--- config.mk ---
export PLATFORM = sky130hd
export DESIGN_NAME = axi_lite_regfile_flat
export DESIGN_NICKNAME = d
export VERILOG_FILES = /design/src/rtl/axi_lite_regfile_if.sv /design/src/rtl/axi_lite_regfile.sv /design/src/flat_wrapper.sv
export SDC_FILE = /design/constraint.sdc
export NUM_CORES = 1
export LEC_CHECK = 0
export CORE_MARGIN = 1
export CORE_UTILIZATION = 46
export CTS_BUF_LIST = sky130_fd_sc_hd__clkbuf_2 sky130_fd_sc_hd__clkbuf_4 sky130_fd_sc_hd__clkbuf_8
export DETAILED_ROUTE_END_ITERATION = 7
export GPL_TIMING_DRIVEN = 0
export PLACE_DENSITY = 0.81
export SLEW_MARGIN = 15
export SYNTH_ARGS = -nofsm -noshare
export SYNTH_HDL_FRONTEND = slang
export SYNTH_SLANG_ARGS = --single-unit
--- constraint.sdc ---
create_clock -name aclk -period 2.8 [get_ports aclk]
set_input_delay 0.56 -clock aclk [delete_from_list [all_inputs] [get_ports aclk]]
set_output_delay 0.56 -clock aclk [all_outputs]
set_load 0.1 [all_outputs]
--- src/rtl/axi_lite_regfile_if.sv ---
// rtl/axi_lite_regfile_if.sv - AXI4-Lite bus bundle between the interconnect slave port and the register file
interface axi_lite_regfile_if #(
    parameter int ADDR_WIDTH = 32,
    parameter int DATA_WIDTH = 32
);
    logic [ADDR_WIDTH-1:0]   araddr;
    logic                    arvalid;
    logic                    arready;
    logic [DATA_WIDTH-1:0]   rdata;
    logic [1:0]              rresp;
    logic                    rvalid;
    logic                    rready;
    logic [ADDR_WIDTH-1:0]   awaddr;
    logic                    awvalid;
    logic                    awready;
    logic [DATA_WIDTH-1:0]   wdata;
    logic [DATA_WIDTH/8-1:0] wstrb;
    logic                    wvalid;
    logic                    wready;
    logic [1:0]              bresp;
    logic                    bvalid;
    logic                    bready;

    modport master (
        output araddr, arvalid, rready, awaddr, awvalid, wdata, wstrb, wvalid, bready,
        input  arready, rdata, rresp, rvalid, awready, wready, bresp, bvalid
    );

    modport slave (
        input  araddr, arvalid, rready, awaddr, awvalid, wdata, wstrb, wvalid, bready,
        output arready, rdata, rresp, rvalid, awready, wready, bresp, bvalid
    );
endinterface

--- src/rtl/axi_lite_regfile.sv ---
// rtl/axi_lite_regfile.sv - AXI4-Lite slave register file with byte strobes and SLVERR outside its window
module axi_lite_regfile #(
    parameter int                    ADDR_WIDTH = 32,
    parameter int                    DATA_WIDTH = 32,
    parameter int                    NUM_REGS   = 4,
    parameter logic [ADDR_WIDTH-1:0] BASE_ADDR  = '0
) (
    input  logic                           aclk,
    input  logic                           areset_n,
    axi_lite_regfile_if.slave              bus,
    output logic [NUM_REGS*DATA_WIDTH-1:0] regs_o
);
    localparam int                    STRB_W = DATA_WIDTH / 8;
    localparam int                    IDX_W  = (NUM_REGS > 1) ? $clog2(NUM_REGS) : 1;
    localparam logic [ADDR_WIDTH-1:0] WIN    = ADDR_WIDTH'(NUM_REGS * 4);
    localparam logic [1:0]            OKAY   = 2'b00;
    localparam logic [1:0]            SLVERR = 2'b10;

    typedef enum logic { W_IDLE, W_RESP } w_state_t;
    typedef enum logic { R_IDLE, R_DATA } r_state_t;

    logic [DATA_WIDTH-1:0] regs [NUM_REGS];

    // write channel state
    w_state_t              w_state, w_state_d;
    logic                  aw_held, aw_held_d, w_held, w_held_d;
    logic                  awready_q, awready_d, wready_q, wready_d;
    logic                  bvalid_q, bvalid_d;
    logic [1:0]            bresp_q, bresp_d;
    logic [ADDR_WIDTH-1:0] awaddr_q;
    logic [DATA_WIDTH-1:0] wdata_q;
    logic [STRB_W-1:0]     wstrb_q;

    // read channel state
    r_state_t              r_state, r_state_d;
    logic                  arready_q, arready_d;
    logic                  rvalid_q, rvalid_d;
    logic [1:0]            rresp_q, rresp_d;
    logic [DATA_WIDTH-1:0] rdata_q, rdata_d;

    logic                  aw_hs, w_hs, ar_hs, commit;
    logic [ADDR_WIDTH-1:0] w_addr;
    logic [DATA_WIDTH-1:0] w_data;
    logic [STRB_W-1:0]     w_strb;
    logic [ADDR_WIDTH:0]   w_diff, r_diff;
    logic                  w_hit, r_hit;
    logic [IDX_W-1:0]      w_idx, r_idx;

    assign aw_hs  = bus.awvalid && awready_q;
    assign w_hs   = bus.wvalid && wready_q;
    assign ar_hs  = bus.arvalid && arready_q;

    // A beat arriving this cycle takes precedence over the (empty) holding register.
    assign w_addr = aw_hs ? bus.awaddr : awaddr_q;
    assign w_data = w_hs ? bus.wdata : wdata_q;
    assign w_strb = w_hs ? bus.wstrb : wstrb_q;
    assign commit = (w_state == W_IDLE) && (aw_held || aw_hs) && (w_held || w_hs);

    // The extra top bit is the borrow: set when the address lies below the base.
    assign w_diff = {1'b0, w_addr} - {1'b0, BASE_ADDR};
    assign r_diff = {1'b0, bus.araddr} - {1'b0, BASE_ADDR};
    assign w_hit  = !w_diff[ADDR_WIDTH] && (w_diff[ADDR_WIDTH-1:0] < WIN);
    assign r_hit  = !r_diff[ADDR_WIDTH] && (r_diff[ADDR_WIDTH-1:0] < WIN);
    assign w_idx  = w_diff[IDX_W+1:2];
    assign r_idx  = r_diff[IDX_W+1:2];

    always_comb begin
        w_state_d = w_state;
        aw_held_d = aw_held;
        w_held_d  = w_held;
        bvalid_d  = bvalid_q;
        bresp_d   = bresp_q;
        case (w_state)
            W_IDLE: begin
                if (commit) begin
                    w_state_d = W_RESP;
                    aw_held_d = 1'b0;
                    w_held_d  = 1'b0;
                    bvalid_d  = 1'b1;
                    bresp_d   = w_hit ? OKAY : SLVERR;
                end else begin
                    if (aw_hs) aw_held_d = 1'b1;
                    if (w_hs)  w_held_d  = 1'b1;
                end
            end
            W_RESP: begin
                if (bus.bready) begin
                    w_state_d = W_IDLE;
                    bvalid_d  = 1'b0;
                end
            end
        endcase
        awready_d = (w_state_d == W_IDLE) && !aw_held_d;
        wready_d  = (w_state_d == W_IDLE) && !w_held_d;
    end

    always_comb begin
        r_state_d = r_state;
        rvalid_d  = rvalid_q;
        rresp_d   = rresp_q;
        rdata_d   = rdata_q;
        case (r_state)
            R_IDLE: begin
                if (ar_hs) begin
                    r_state_d = R_DATA;
                    rvalid_d  = 1'b1;
                    rdata_d   = r_hit ? regs[r_idx] : '0;
                    rresp_d   = r_hit ? OKAY : SLVERR;
                end
            end
            R_DATA: begin
                if (bus.rready) begin
                    r_state_d = R_IDLE;
                    rvalid_d  = 1'b0;
                end
            end
        endcase
        arready_d = (r_state_d == R_IDLE);
    end

    always_ff @(posedge aclk) begin
        if (!areset_n) begin
            w_state   <= W_IDLE;
            aw_held   <= 1'b0;
            w_held    <= 1'b0;
            awready_q <= 1'b0;
            wready_q  <= 1'b0;
            bvalid_q  <= 1'b0;
            bresp_q   <= OKAY;
            awaddr_q  <= '0;
            wdata_q   <= '0;
            wstrb_q   <= '0;
            r_state   <= R_IDLE;
            arready_q <= 1'b0;
            rvalid_q  <= 1'b0;
            rresp_q   <= OKAY;
            rdata_q   <= '0;
            for (int i = 0; i < NUM_REGS; i++) regs[i] <= '0;
        end else begin
            w_state   <= w_state_d;
            aw_held   <= aw_held_d;
            w_held    <= w_held_d;
            awready_q <= awready_d;
            wready_q  <= wready_d;
            bvalid_q  <= bvalid_d;
            bresp_q   <= bresp_d;
            r_state   <= r_state_d;
            arready_q <= arready_d;
            rvalid_q  <= rvalid_d;
            rresp_q   <= rresp_d;
            rdata_q   <= rdata_d;
            if (aw_hs) awaddr_q <= bus.awaddr;
            if (w_hs) begin
                wdata_q <= bus.wdata;
                wstrb_q <= bus.wstrb;
            end
            if (commit && w_hit) begin
                for (int b = 0; b < STRB_W; b++) begin
                    if (w_strb[b]) regs[w_idx][8*b +: 8] <= w_data[8*b +: 8];
                end
            end
        end
    end

    for (genvar i = 0; i < NUM_REGS; i++) begin : g_export
        assign regs_o[i*DATA_WIDTH +: DATA_WIDTH] = regs[i];
    end

    assign bus.awready = awready_q;
    assign bus.wready  = wready_q;
    assign bus.bvalid  = bvalid_q;
    assign bus.bresp   = bresp_q;
    assign bus.arready = arready_q;
    assign bus.rvalid  = rvalid_q;
    assign bus.rresp   = rresp_q;
    assign bus.rdata   = rdata_q;
endmodule

--- src/flat_wrapper.sv ---
// flat-port wrapper written by rule: the top's interface ports become plain ports
module axi_lite_regfile_flat 
#(
    parameter int                    ADDR_WIDTH = 32,
    parameter int                    DATA_WIDTH = 32,
    parameter int                    NUM_REGS   = 4,
    parameter logic [ADDR_WIDTH-1:0] BASE_ADDR  = '0
)
  (aclk, areset_n, regs_o, bus_araddr, bus_arvalid, bus_rready, bus_awaddr, bus_awvalid, bus_wdata, bus_wstrb, bus_wvalid, bus_bready, bus_arready, bus_rdata, bus_rresp, bus_rvalid, bus_awready, bus_wready, bus_bresp, bus_bvalid);
  axi_lite_regfile_if #(.ADDR_WIDTH(ADDR_WIDTH), .DATA_WIDTH(DATA_WIDTH)) bus_i ();
  input  logic aclk;
  input  logic areset_n;
  output logic [NUM_REGS*DATA_WIDTH-1:0] regs_o;
  input wire logic [$bits(bus_i.araddr)-1:0] bus_araddr;
  input wire logic [$bits(bus_i.arvalid)-1:0] bus_arvalid;
  input wire logic [$bits(bus_i.rready)-1:0] bus_rready;
  input wire logic [$bits(bus_i.awaddr)-1:0] bus_awaddr;
  input wire logic [$bits(bus_i.awvalid)-1:0] bus_awvalid;
  input wire logic [$bits(bus_i.wdata)-1:0] bus_wdata;
  input wire logic [$bits(bus_i.wstrb)-1:0] bus_wstrb;
  input wire logic [$bits(bus_i.wvalid)-1:0] bus_wvalid;
  input wire logic [$bits(bus_i.bready)-1:0] bus_bready;
  output wire logic [$bits(bus_i.arready)-1:0] bus_arready;
  output wire logic [$bits(bus_i.rdata)-1:0] bus_rdata;
  output wire logic [$bits(bus_i.rresp)-1:0] bus_rresp;
  output wire logic [$bits(bus_i.rvalid)-1:0] bus_rvalid;
  output wire logic [$bits(bus_i.awready)-1:0] bus_awready;
  output wire logic [$bits(bus_i.wready)-1:0] bus_wready;
  output wire logic [$bits(bus_i.bresp)-1:0] bus_bresp;
  output wire logic [$bits(bus_i.bvalid)-1:0] bus_bvalid;
  assign bus_i.araddr = bus_araddr;
  assign bus_i.arvalid = bus_arvalid;
  assign bus_i.rready = bus_rready;
  assign bus_i.awaddr = bus_awaddr;
  assign bus_i.awvalid = bus_awvalid;
  assign bus_i.wdata = bus_wdata;
  assign bus_i.wstrb = bus_wstrb;
  assign bus_i.wvalid = bus_wvalid;
  assign bus_i.bready = bus_bready;
  assign bus_arready = bus_i.arready;
  assign bus_rdata = bus_i.rdata;
  assign bus_rresp = bus_i.rresp;
  assign bus_rvalid = bus_i.rvalid;
  assign bus_awready = bus_i.awready;
  assign bus_wready = bus_i.wready;
  assign bus_bresp = bus_i.bresp;
  assign bus_bvalid = bus_i.bvalid;
  axi_lite_regfile #(.ADDR_WIDTH(ADDR_WIDTH), .DATA_WIDTH(DATA_WIDTH), .NUM_REGS(NUM_REGS), .BASE_ADDR(BASE_ADDR)) u_core (.aclk(aclk), .areset_n(areset_n), .bus(bus_i), .regs_o(regs_o));
endmodule
==> results of run 1 <==
-- metrics by stage --
stage / area (µm²) / TNS (ns) / worst slack [ns] / cells
after floorplan: 10800 / 0 / 0.0264 / 957
after global routing: 15200 / 0 / 0.00430 / 1634
after CTS: 15200 / 0 / 0.00429 / 1631
final: 15200 / 0 / 0.0607 / 1634
after global placement: 13900 / -138.36 / -0.961 / 1537
after detailed placement: 13900 / -160.86 / -1.09 / 1537
-- placed cells by master (no fill, tap or decap), types with 20 or more instances in the layout --
| cell type | netlist | final |
|---|---|---|
| clkbuf_1 | 75 | 71 |
| o31ai_1 | 33 | 32 |
| nand2_1 | 129 | 129 |
| o21a_1 | 33 | 33 |
| dfxtp_1 | 109 | 107 |
| nor4b_1 | 21 | 21 |
| and2_1 | 33 | 33 |
| a21boi_0 | 67 | 67 |
| clkdlybuf4s50_1 | 0 | 266 |
| and3_1 | 37 | 37 |
| inv_1 | 43 | 43 |
| mux4_2 | 32 | 32 |
| clkbuf_8 | 0 | 46 |
| edfxtp_1 | 128 | 128 |
| nor4_1 | 119 | 119 |
| buf_4 | 3 | 20 |
-- flip-flops by register name (all words and copies together) (netlist names) --
register            flops
u_core.regs           128
u_core.bus.rdata       32
u_core.wdata_q         32
u_core.awaddr_q        30
u_core.wstrb_q          4
u_core.aw_held          1
u_core.bus.arready      1
u_core.bus.awready      1
u_core.bus.bresp        1
u_core.bus.bvalid       1
u_core.bus.rresp        1
u_core.bus.rvalid       1
u_core.bus.wready       1
u_core.r_state          1
u_core.w_held           1
u_core.w_state          1
-- cell families after synthesis --
family                 share of synthesized area
AOI/OAI and AO/OA                          0.121
buffers and inverters                     0.0556
DFF                                        0.562
other                                   0.000350
muxes                                     0.0701
and+or+nand+nor                            0.191
-- worst register-to-register path: cells and delay by family, from the launching register on --
kind	cells	cell delay, ns
AOI/OAI and AO/OA	2	0.82
buffers and inverters	2	0.53
DFF	1	0.33
and+or+nand+nor	1	0.28
muxes	1	0.46
-- layer usage --
| metal | global-route usage | share of wire | vias up |
|---|---|---|---|
| li1 | - | - | 4281 |
| met1 | 0.376 | 0.36 | 4663 |
| met2 | 0.533 | 0.47 | 814 |
| met3 | 0.0899 | 0.12 | 157 |
| met4 | 0.148 | 0.048 | 0 |
| met5 | 0 | 0 | - |
-- repair_timing --
action	in CTS	in global routing
gates resized for setup	26	14
endpoints found under the setup margin	133	202
pin swaps	11	2
endpoints found under the hold margin	0	0
setup buffers	19	3
-- final timing paths --
path	depth (start not counted)	from	slack [ns]	endpoint
worst max register to register	6	u_core.bus.wready	0.14	u_core.regs[3][8]
worst min-delay path	1	u_core.w_held	0.46	u_core.bus.wready
worst max-delay path	8	bus_awaddr[31]	0.06	u_core.regs[3][8]
worst min register to register	1	u_core.w_held	0.46	u_core.bus.wready
-- where the power goes --
group / internal [mW] / total, mW / switching, mW
Sequential: 3.78 / 3.87 / 0.0853
Clock: 1.75 / 3.19 / 1.44
Combinational: 0.529 / 1.90 / 1.38
-- cell type report --
class / instances / area [µm²]
clock buffers: 64 / 768
plain buffers: 97 / 433
well taps: 313 / 392
flip-flops and latches: 237 / 6030
multi-input cells: 577 / 4470
repair buffers: 289 / 2900
clock inverters: 11 / 56.3
fillers: 1646 / 7550
inverters: 46 / 176
==> results.yml, run 1 <==
logic_synthesis:
  synth_cell_types: 46
  netlist_instances: 956
  synth_top_area_frac: 0.359
  yosys.area.top_type: "edfxtp_1"
  yosys-top-cells-area: "edfxtp_1, dfxtp_1, nor4_1"
  synth_edf_count: 128
  yosysSeqAreaShare: 0.562
  synth_ff_type: "edfxtp_1"
  avgSynthCellArea_um2: 11.2
  ys_top_cells_by_count: "nand2_1, edfxtp_1, nor4_1, dfxtp_1, clkbuf_1"
  synth_area_um2: 10700
  ys_warn_count: 0
  synth_most_common_cell: "nand2_1"
  async_reset_ff_frac: 0
  synth-seq-cells: 237
layout:
  drive_above_1_share: 0.136
  final_nets: 1396
  n_antenna_cell: 0
  fin_util: 0.669
  area_growth_pct: 42.1
floorplan:
  initial_core_util: 0.471
  dieArea_um2: 23900
  die_h_um: 155
  ios: 276
  placementRows: 55
  die_w_um: 155
  coreArea_um2: 22800
clock_tree:
  cts_root_buf: "clkbuf_8"
  cts_sinks: 237
  cts_tree: "done"
  cts_made_buffers: 41
  h-tree-depth: 2
  cts.path.max_buffers: 3
  clk_latency_ns: 0.55
  path_clk_slew_ns: 0.06
  cts_hold_buffers: 0
sta:
  finalSetupViolations: 0
  tightest_slew_ns: 1.09
  fmax_mhz: 365
  rsz0062_at_grt: "false"
  hold_viol: 0
  finalClockSkew_ns: 0.0125
  finalCritPeriodShare: 0.978
  relSlewSlack: 0.273
  finalWorstPathRequiredPeriod_ns: 2.74
  slew_viol_final: 0
  whs_ns: 0.457
setup_path:
  max_stage_delay_ns: 0.50
  crit_chain: "clkdlybuf4s50_1 > nor4_1 > a41oi_1 > a21o_1 > buf_2 > buf_2 > o41ai_4 > buf_4"
  crit_family: "buffers and inverters"
  critPathArrivalTime_ns: 2.99
  path_common_cell: "buf_2"
  cp.required_ns: 3.05
  slowest_stage: "o41ai_4"
  start_kind: "input pin"
  setup.worst_path.end_class: "flop"
  path_class: "in -> reg"
  crit_fanout: 10
  path_buf_inv: 4
drt:
  drtIter0Drc: 1009
  drc_errors: 0
  drt_wl_total_um: 38200
  vias_per_cell: 6.07
  num_vias: 9915
  drtAntennaViolNets: 0
  first_pass_iters: 8
  avgRoutedWirePerCell_um: 23.4
global_routing:
  antenna_found_initial: 0
  grt_overflow: 0
  grt_start_max_net_pins: 11
  grt_pass1_vias: 9786
  grt_pass1_wl_um: 57200
  grt.total_usage: 0.317
place:
  hpwl_um: 27300
  routabilityCongestion: 0.900
  io_buffers: 267
power_and_ir_drop:
  power.total_mw: 8.96
  leakagePower_nw: 5.38
  ir_drop_mv: 0.317
  power_density_nw_per_um2: 588
run_status:
  outcome: "finished, final reports clean"
job:
  maxCapViolations: 0
hold_path:
  min_path_type: "reg -> reg"
Power figures use the tool's default switching activity.
==> run 2: changes to the inputs <==
- CAP_MARGIN: default -> 20
==> run 2 against run 1 <==
Compared with the run above:
- sequential cell count stayed put
- cell count fell by 0.37%
- combinational power hardly changed
- count of clock-buffer cells in the layout down 3
- critical path depth is 2 lower
- non-clock buffer count shrank 2
- via count is 0.33% lower
- worst setup slack better by 0.00067 ns
==> results.yml, run 2 (synthesized netlist as in run 1, its figures left out) <==
sta:
  relSlewSlack: 0.257
  finalCritPeriodShare: 0.978
  tightest_slew_ns: 1.11
  slew_viol_final: 0
  rsz0062_at_grt: "false"
  finalWorstPathRequiredPeriod_ns: 2.74
  hold_viol: 0
  setup_slack_ns: 0.0614
  finalClockSkew_ns: 0.0222
  finalSetupViolations: 0
  fmax_mhz: 365
clock_tree:
  path_clk_slew_ns: 0.06
  cts_tree: "done"
  clk_latency_ns: 0.54
  cts_sinks: 237
  cts_root_buf: "clkbuf_8"
  cts.path.max_buffers: 3
  cts_made_buffers: 39
  h-tree-depth: 2
layout:
  instances_no_fill: 1628
  largest_reg_flops: 128
  multiInputGateArea_um2: 4450
  layout_common_cells: "clkdlybuf4s50_1, nand2_1, edfxtp_1"
  final_common_cell: "clkdlybuf4s50_1"
  regMostFlops: "u_core.regs"
  drive_above_1_share: 0.130
  area_growth_pct: 41.4
  fillers: 1663
  final_nets: 1392
  n_antenna_cell: 0
  seq_area_um2: 6030
global_routing:
  grt_pass1_wl_um: 56000
  grt_pass1_vias: 9563
  grt.total_usage: 0.310
  antenna_found_initial: 0
  grt_start_max_net_pins: 11
  grt_overflow: 0
place:
  post-place-cells: 1538
  post-place-ws_ns: -1.07
  io_buffers: 267
  hpwl_um: 27400
  routabilityCongestion: 0.900
power_and_ir_drop:
  leakagePower_nw: 5.35
  power_density_nw_per_um2: 590
  ir_drop_mv: 0.320
floorplan:
  dieArea_um2: 23900
  die_h_um: 155
  ios: 276
  placementRows: 55
  initial_core_util: 0.471
  die_w_um: 155
  coreArea_um2: 22800
setup_path:
  path_common_cell: "clkbuf_1"
  max_stage_delay_ns: 0.72
  cp.required_ns: 3.04
  path_buf_inv: 3
  crit_chain: "clkdlybuf4s50_1 > nor2_1 > a21oi_1 > clkbuf_1 > clkbuf_1 > nor4_1"
  slowest_stage: "clkbuf_1"
  rr_startpoint: "u_core.bus.awready"
  crit_fanout: 10
  setup.worst_path.start: "bus_awaddr[3]"
  setup.worst_path.end_class: "flop"
  crit_family: "buffers and inverters"
  critPathArrivalTime_ns: 2.97
  path_class: "in -> reg"
  start_kind: "input pin"
job:
  maxCapViolations: 0
drt:
  first_pass_iters: 7
  drtAntennaViolNets: 0
  drc_errors: 0
  vias_per_cell: 6.07
  drtIter0Drc: 1092
  avgRoutedWirePerCell_um: 23.5
  num_vias: 9882
  drt_wl_total_um: 38300
hold_path:
  min_path_type: "reg -> reg"
  min_from: "u_core.w_held"
run_status:
  outcome: "finished, final reports clean"
==> run 2: cell count changes in the layout (fill, tap and decap cells not counted), moves of 2 or more <==
cell	change
buf_12	-2
buf_2	-3
clkinvlp_4	-2
clkinv_1	-2
clkbuf_8	-3
buf_6	+3
clkbuf_1	+3
clkbuf_2	-3
==> run 2: per-layer routing <==
layer / global-route usage / vias to the layer above / share of wire
li1: - / 4275 / -
met1: 0.370 / 4629 / 0.35
met2: 0.532 / 811 / 0.48
met3: 0.0916 / 167 / 0.13
met4: 0.107 / 0 / 0.046
met5: 0 / - / 0
==> run 2: per-stage QoR <==
stage / power, mW / area (µm²) / hold WS (ns) / setup TNS, ns / util
final: 8.94 / 15200 / 0.458 / 0 / 0.665
after global routing: 9.13 / 15200 / 0.468 / 0 / 0.665
after CTS: 8.84 / 15100 / 0.459 / 0 / 0.663
after global placement: 5.64 / 13900 / 0.431 / -138.36 / 0.611
after detailed placement: 5.67 / 13900 / 0.444 / -156.23 / 0.611
after floorplan: 5.07 / 10800 / 0.419 / 0 / -
==> run 2: timing repair <==
action,in CTS,in global routing
pin swaps,12,0
setup buffers,17,0
hold buffers,0,0
gates resized for setup,26,13
setup endpoints to repair,134,177
==> run 2: area by class of cell <==
cell class	count	area share
tap	313	0.0258
multi-input combinational	577	0.294
sequential	237	0.398
inverter	46	0.0116
buffer	97	0.0286
clock inverter	10	0.00512
clock buffer	61	0.0480
timing repair buffer	287	0.189
==> run 2: worst paths after layout <==
path	depth (start not counted)	slack (ns)	end
setup / recovery	6	0.06	u_core.regs[0][10]
hold / removal	1	0.46	u_core.bus.wready
setup reg to reg	6	0.12	u_core.regs[0][10]
hold reg to reg	1	0.46	u_core.bus.wready
==> run 2: power by group <==
part | internal [mW] | total, mW | switching (mW)
Sequential | 3.78 | 3.87 | 0.0854
Clock | 1.75 | 3.17 | 1.42
Combinational | 0.523 | 1.89 | 1.37
==> run 2: worst reg2reg max path, stage by stage (launching register included) <==
cell and delay (ns):
dfxtp_2 0.37, and2_1 0.15, buf_4 0.16, a21oi_1 0.30, clkbuf_1 0.72, clkbuf_1 0.51
nor4_1 0.16
==> run 3: changes to the inputs <==
- ABC_CLOCK_PERIOD_IN_PS: default -> 2800
==> results of run 3 <==
Same layout as run 2: the final DEF is identical, and so are final timing and power.
